`config.mk`:
```
export PLATFORM = sky130hd
export DESIGN_NAME = fetch_unit
export DESIGN_NICKNAME = d
export VERILOG_FILES = /design/src/rtl/fetch_unit.sv
export SDC_FILE = /design/constraint.sdc
export NUM_CORES = 1
export LEC_CHECK = 0
export BUFFER_PORTS_ARGS = -buffer_cell sky130_fd_sc_hd__buf_2
export CAP_MARGIN = 10
export CORE_MARGIN = 1
export CORE_UTILIZATION = 33
export DETAILED_ROUTE_END_ITERATION = 8
export GPL_TIMING_DRIVEN = 0
export PLACE_DENSITY = 0.66
export SETUP_SLACK_MARGIN = 0.3
export SLEW_MARGIN = 20
export SYNTH_ARGS = -nofsm -noshare
export SYNTH_HDL_FRONTEND = slang
export SYNTH_SLANG_ARGS = --single-unit
```
`constraint.sdc`:
```
create_clock -name clk -period 4.47 [get_ports clk]
set_input_delay 0.2235 -clock clk [delete_from_list [all_inputs] [get_ports clk]]
set_output_delay 0.2235 -clock clk [all_outputs]
set_load 0.005 [all_outputs]
```
`src/rtl/fetch_unit.sv`:
```
// ----------------------------------------------------------------------------
// fetch_unit
//
// Purpose:
//   Non-pipelined instruction fetch stage. Requests one word from instruction
//   memory, holds it for the execute stage until it is consumed, then computes
//   the next program counter (sequential, taken branch or jump) and fetches
//   again. At most one instruction every two cycles; no prefetch.
//
// Parameters:
//   RESET_PC     first fetch address (bits [1:0] are ignored)
//
// Ports:
//   clk          clock, all state changes on the rising edge
//   reset        synchronous active-high reset
//   imem_req     fetch request to instruction memory (FETCH state only)
//   imem_addr    byte address of the requested word
//   imem_ack     memory returns imem_rdata this cycle
//   imem_rdata   fetched instruction word
//   instruction  held instruction for the decoder
//   instr_valid  held instruction is valid (HOLD state)
//   instr_ready  execute consumes the held instruction this cycle
//   is_jump, is_branch, branch_taken, imm16, addr26
//                decoder/datapath results for the held instruction
//   pc           address of the held or in-flight instruction
//   retired      number of consumed instructions (wraps)
// ----------------------------------------------------------------------------
module fetch_unit #(
    parameter logic [31:0] RESET_PC = 32'h0000_0000
) (
    input  logic        clk,
    input  logic        reset,
    output logic        imem_req,
    output logic [31:0] imem_addr,
    input  logic        imem_ack,
    input  logic [31:0] imem_rdata,
    output logic [31:0] instruction,
    output logic        instr_valid,
    input  logic        instr_ready,
    input  logic        is_jump,
    input  logic        is_branch,
    input  logic        branch_taken,
    input  logic [15:0] imm16,
    input  logic [25:0] addr26,
    output logic [31:0] pc,
    output logic [31:0] retired
);

    // Word-aligned start address.
    localparam logic [31:0] PC_INIT = {RESET_PC[31:2], 2'b00};

    typedef enum logic {
        FETCH = 1'b0,
        HOLD  = 1'b1
    } state_t;

    state_t      r_state;
    state_t      w_next_state;
    logic [31:0] r_pc;
    logic [31:0] r_instr;
    logic [31:0] r_retired;
    logic        w_latch;
    logic        w_consume;
    logic [31:0] w_pc4;
    logic [31:0] w_br_off;
    logic [31:0] w_next_pc;

    assign w_pc4    = r_pc + 32'd4;
    // Sign-extended word offset, already shifted to a byte offset.
    assign w_br_off = {{14{imm16[15]}}, imm16, 2'b00};

    // Next-PC selection; jump wins over branch.
    always_comb begin
        w_next_pc = w_pc4;
        if (is_jump) begin
            w_next_pc = {w_pc4[31:28], addr26, 2'b00};
        end else if (is_branch && branch_taken) begin
            w_next_pc = w_pc4 + w_br_off;
        end else begin
            w_next_pc = w_pc4;
        end
    end

    // FSM next state and the latch/consume strobes.
    always_comb begin
        w_next_state = r_state;
        w_latch      = 1'b0;
        w_consume    = 1'b0;
        case (r_state)
            FETCH: begin
                if (imem_ack) begin
                    w_next_state = HOLD;
                    w_latch      = 1'b1;
                end else begin
                    w_next_state = FETCH;
                end
            end
            HOLD: begin
                if (instr_ready) begin
                    w_next_state = FETCH;
                    w_consume    = 1'b1;
                end else begin
                    w_next_state = HOLD;
                end
            end
            default: begin
                w_next_state = FETCH;
            end
        endcase
    end

    // State, PC, held instruction and retire counter; reset overrides any handshake.
    always_ff @(posedge clk) begin
        if (reset) begin
            r_state   <= FETCH;
            r_pc      <= PC_INIT;
            r_instr   <= 32'h0000_0000;
            r_retired <= 32'h0000_0000;
        end else begin
            r_state <= w_next_state;
            if (w_latch) begin
                r_instr <= imem_rdata;
            end
            if (w_consume) begin
                r_pc      <= w_next_pc;
                r_retired <= r_retired + 32'd1;
            end
        end
    end

    // Request and valid are qualified by reset so they read inactive for the
    // whole time reset is held, not only after the first reset edge.
    assign imem_req    = (r_state == FETCH) && !reset;
    assign imem_addr   = reset ? PC_INIT : r_pc;
    assign instr_valid = (r_state == HOLD) && !reset;
    assign instruction = r_instr;
    assign pc          = r_pc;
    assign retired     = r_retired;

endmodule

```
==> impl_summary.md <==
Worst hold path
The hold path depth is 3. The worst hold path begins at imem_rdata[21]. For hold timing, the worst endpoint is instruction[21]. The type of the tightest min-delay check is input port to register.

STA
The post-route minimum period is 3940 ps. The final count of pins violating max slew is 0. Setup repair after global routing left no endpoint under its margin.

In the final timing run, aggregate negative setup slack is 0 ps. The measured slew at the worst slew-check pin is 850 ps. The number of hold violations in the final report came to 0.

The worst hold slack is 103 ps. The worst setup skew after layout is 9.10 ps. The relative slew slack is 0.433. Dividing the final minimum period by the clock period gives 0.881. Static timing analysis puts the maximum clock frequency at 254 MHz. Setup violations remaining at the end of the flow were counted as 0.

GRT
The maximum number of pins on one net before global-route repair is 21. For this run, the total global-route usage over all layers was measured as 0.227. The initial antenna violation count is 3. The number of global-route vias before repair is 6,380. For this run the aggregate overflow at the end of global routing stands at 0. The first global-routing pass estimated 35.2 mm of wire.

Setup path
Among all stages on the critical path, the largest delay is contributed by dfxtp_1. The worst setup path is captured at a register. STA puts the critical path data arrival time at 4170 ps. The largest fanout of any net on the critical path is 8. The data required time of the critical path is 4700 ps.

The type of element launching the critical path is a register. Traced cell by cell, the critical path runs through nand3_1, nor2_2, nand4_1, nor2_1, xor2_1, ha_1, a21o_1, a21o_1, a221oi_1, o211ai_1, a31oi_1, nor2_1, xnor2_1, a22oi_1. Setup slack on the worst reg-to-reg path comes out at 530 ps.

The worst setup path category is register to register. The end of the worst register-to-register path is pc[26]. The number of cells on the worst reg-to-reg path is 14.

The worst register-to-register path begins at pc[4]. The number of buffer and inverter stages on the critical path is 0. Broken down by cell family, the worst path's largest delay share belongs to compound AO/OA/AOI/OAI gates. The critical path's largest stage delay is 530 ps.

Finish
Of the cells placed in the final design, the portion with a size suffix greater than 1 is 0.246. The area overhead of the layout relative to synthesis is 25.7%. The layout has 2,109 filler cells. The number of nets in the layout is 1,209. The final instance area is 8280 um^2.

Synth
The area fraction of the dominant cell type after synthesis is 0.289. The most used flip-flop cell after synthesis is dfxtp_1. The proportion of synthesized chip area in sequential cells is 0.289. The biggest area contributor in the post-synthesis netlist is dfxtp_1. The most used standard cell by instance count after synthesis is nand2_1. Counting instances in the post-synthesis netlist gives the leading cell types as nand2_1 (140), dfxtp_1 (95), a21oi_1 (85). Yosys attributes the largest share of cell area to dfxtp_1 (29%), nand2_1 (8.0%), ha_1 (7.2%). The average footprint of a synthesized cell is 7.61 um^2. The flop and latch count out of synthesis is 95. Counting flops with a built-in enable in the synthesized netlist gives 0. The cell area after synthesis is 6590 um^2. In this run, distinct cell masters in the synthesized netlist total 73.

Synthesis produced 866 cells. The number of warnings issued by yosys is 0. For this run, asynchronously set or reset flops after synthesis account for 0.

Floorplan
The floorplan has 51 rows. The starting density of the core is 0.337. The core footprint is 19,500 um^2. During I/O placement, the number of pins put on the boundary was 211. The floorplan die height is 143 um. The floorplan step set the die width to 143 um.

The floorplan step defined a die boundary enclosing 20,500 um^2.

Pwr
The maximum resistive drop on vdd is 0.134 mV. The static leakage is 3.78 nW. The power density normalized to cell area is 254 nW/um^2.

The completed layout was analyzed and its total power is 0.00211 W.

Drt
Dividing the detail-routed via count by the number of cells gives 5.30. The first-pass detailed-route iteration total is 6. The number of remaining DRC errors is 0. In the final routed layout, each cell accounts on average for 17.4 um.

The number of vias in the routed layout is 7,225. In this run the remaining antenna-violating nets after routing total 0. The first routing iteration left 725 violations. The total wire length after detailed routing is 23.7 mm.

Clock tree
The number of H-tree branching levels is 3. The clock net in this run drives a total of 95 sinks. The clock network latency to the later pin of the worst-skew pair is 350 ps.

In this run the clock root is driven by a clkbuf_16. The number of buffers inserted during clock tree synthesis is 9. TritonCTS built the clock tree.

In this run the deepest clock path goes through 2 buffers. After clock tree synthesis, the clock-pin slew on the worst setup and hold paths is 70 ps.

Run status
The flow ran to the end, and the final reports show no timing, DRC or antenna violations.

Place
In this run the cell area measured after placement is 7950 um^2. The global placement routability congestion is 0.983. The count of buffers added on input and output ports is 204. The wire-length estimate of the detail-placed layout is 18.3 mm.

Flow run
Across the run, the number of max-cap violations was 0.
[how the worst max path moves through the flow]
stage | startpoint | endpoint | depth (start not counted)
after global placement | pc[4] | pc[31] | 14
after detailed placement | pc[4] | pc[27] | 14
after CTS | pc[4] | pc[31] | 14
final | pc[4] | pc[26] | 14
after floorplan | pc[4] | pc[31] | 14
after global routing | pc[4] | pc[26] | 14
[worst register-to-register path: stages, from the launching register on]
cell	delay, ps
dfxtp_1	530
nand3_1	170
nor2_2	300
nand4_1	350
nor2_1	230
xor2_1	330
ha_1	320
a21o_1	190
a21o_1	210
a221oi_1	310
o211ai_1	140
a31oi_1	320
nor2_1	100
xnor2_1	220
a22oi_1	90
[routing by layer]
| metal | track usage | wire length [um] | up-vias |
|---|---|---|---|
| li1 | - | - | 3499 |
| met1 | 0.309 | 10500 | 3362 |
| met2 | 0.354 | 10600 | 334 |
| met3 | 0.0353 | 2080 | 30 |
| met4 | 0.0952 | 522 | 0 |
| met5 | 0 | 0 | - |
[stage by stage]
| stage | utilization | std cells | setup WS, ps |
|---|---|---|---|
| floorplan | - | 869 | 1280 |
| global placement | 0.407 | 1338 | 540 |
| detailed placement | 0.407 | 1338 | 548 |
| CTS | 0.422 | 1354 | 517 |
| global route | 0.424 | 1362 | 343 |
| finish | 0.424 | 1363 | 530 |
[registers in the layout, indices dropped and copies added (netlist names)]
name,cells
r_state,1
pc,30
instruction,32
retired,32
[where the power goes]
part           switching (W)  internal (W)  total, W  leakage (nW)
Clock               0.000372      0.000387  0.000759         0.132
Sequential         0.0000317      0.000876  0.000908         0.773
Combinational       0.000266      0.000174  0.000440          2.88
[repair_timing]
item | 4_1_cts | 5_1_grt
resized for setup | 0 | 0
hold buffers | 0 | 0
setup endpoints to repair | 0 | 3
endpoints found under the hold margin | 0 | 0
setup buffers | 0 | 5
[cells in the final DEF (no fill, tap or decap), types with 5 or more instances in the layout]
cell	n
and4_1	5
clkbuf_1	31
clkbuf_16	9
nand2_1	140
a22oi_1	6
xor2_1	40
nand3_1	30
ha_1	38
o211ai_1	11
o31ai_1	5
and3_1	15
nand4_1	15
nor3_1	11
nand2b_1	5
o21ai_1	8
dfxtp_1	95
a21o_1	17
or3_1	11
a31oi_1	10
nor2b_1	31
inv_1	12
nor2_1	77
a21oi_1	85
nor2_2	6
xnor2_1	35
buf_2	207
buf_4	11
o21ai_0	36
[kinds of logic (layout without fill, tap and decap cells)]
group | count (synthesis) | count (layout) | synth area share
adders and majority gates | 39 | 39 | 0.0752
xor gates and xnor gates | 76 | 76 | 0.102
other | 1 | 8 | 0.000569
and+or+nand+nor | 368 | 368 | 0.268
buffers and inverters | 57 | 282 | 0.0365
DFF | 95 | 95 | 0.289
AOI/OAI and AO/OA | 227 | 227 | 0.224
muxes | 3 | 3 | 0.00475
[layout make-up]
type | instances | area, um^2 | area share
flip-flops and latches | 95 | 1900 | 0.230
multi-input cells | 717 | 4460 | 0.538
inverters | 14 | 52.6 | 0.00635
plain buffers | 43 | 188 | 0.0227
well taps | 265 | 332 | 0.0400
clock inverters | 6 | 52.6 | 0.00635
repair buffers | 209 | 1060 | 0.128
clock buffers | 10 | 229 | 0.0276
diodes | 4 | 10.0 | 0.00121
Power figures use the tool's default switching activity.
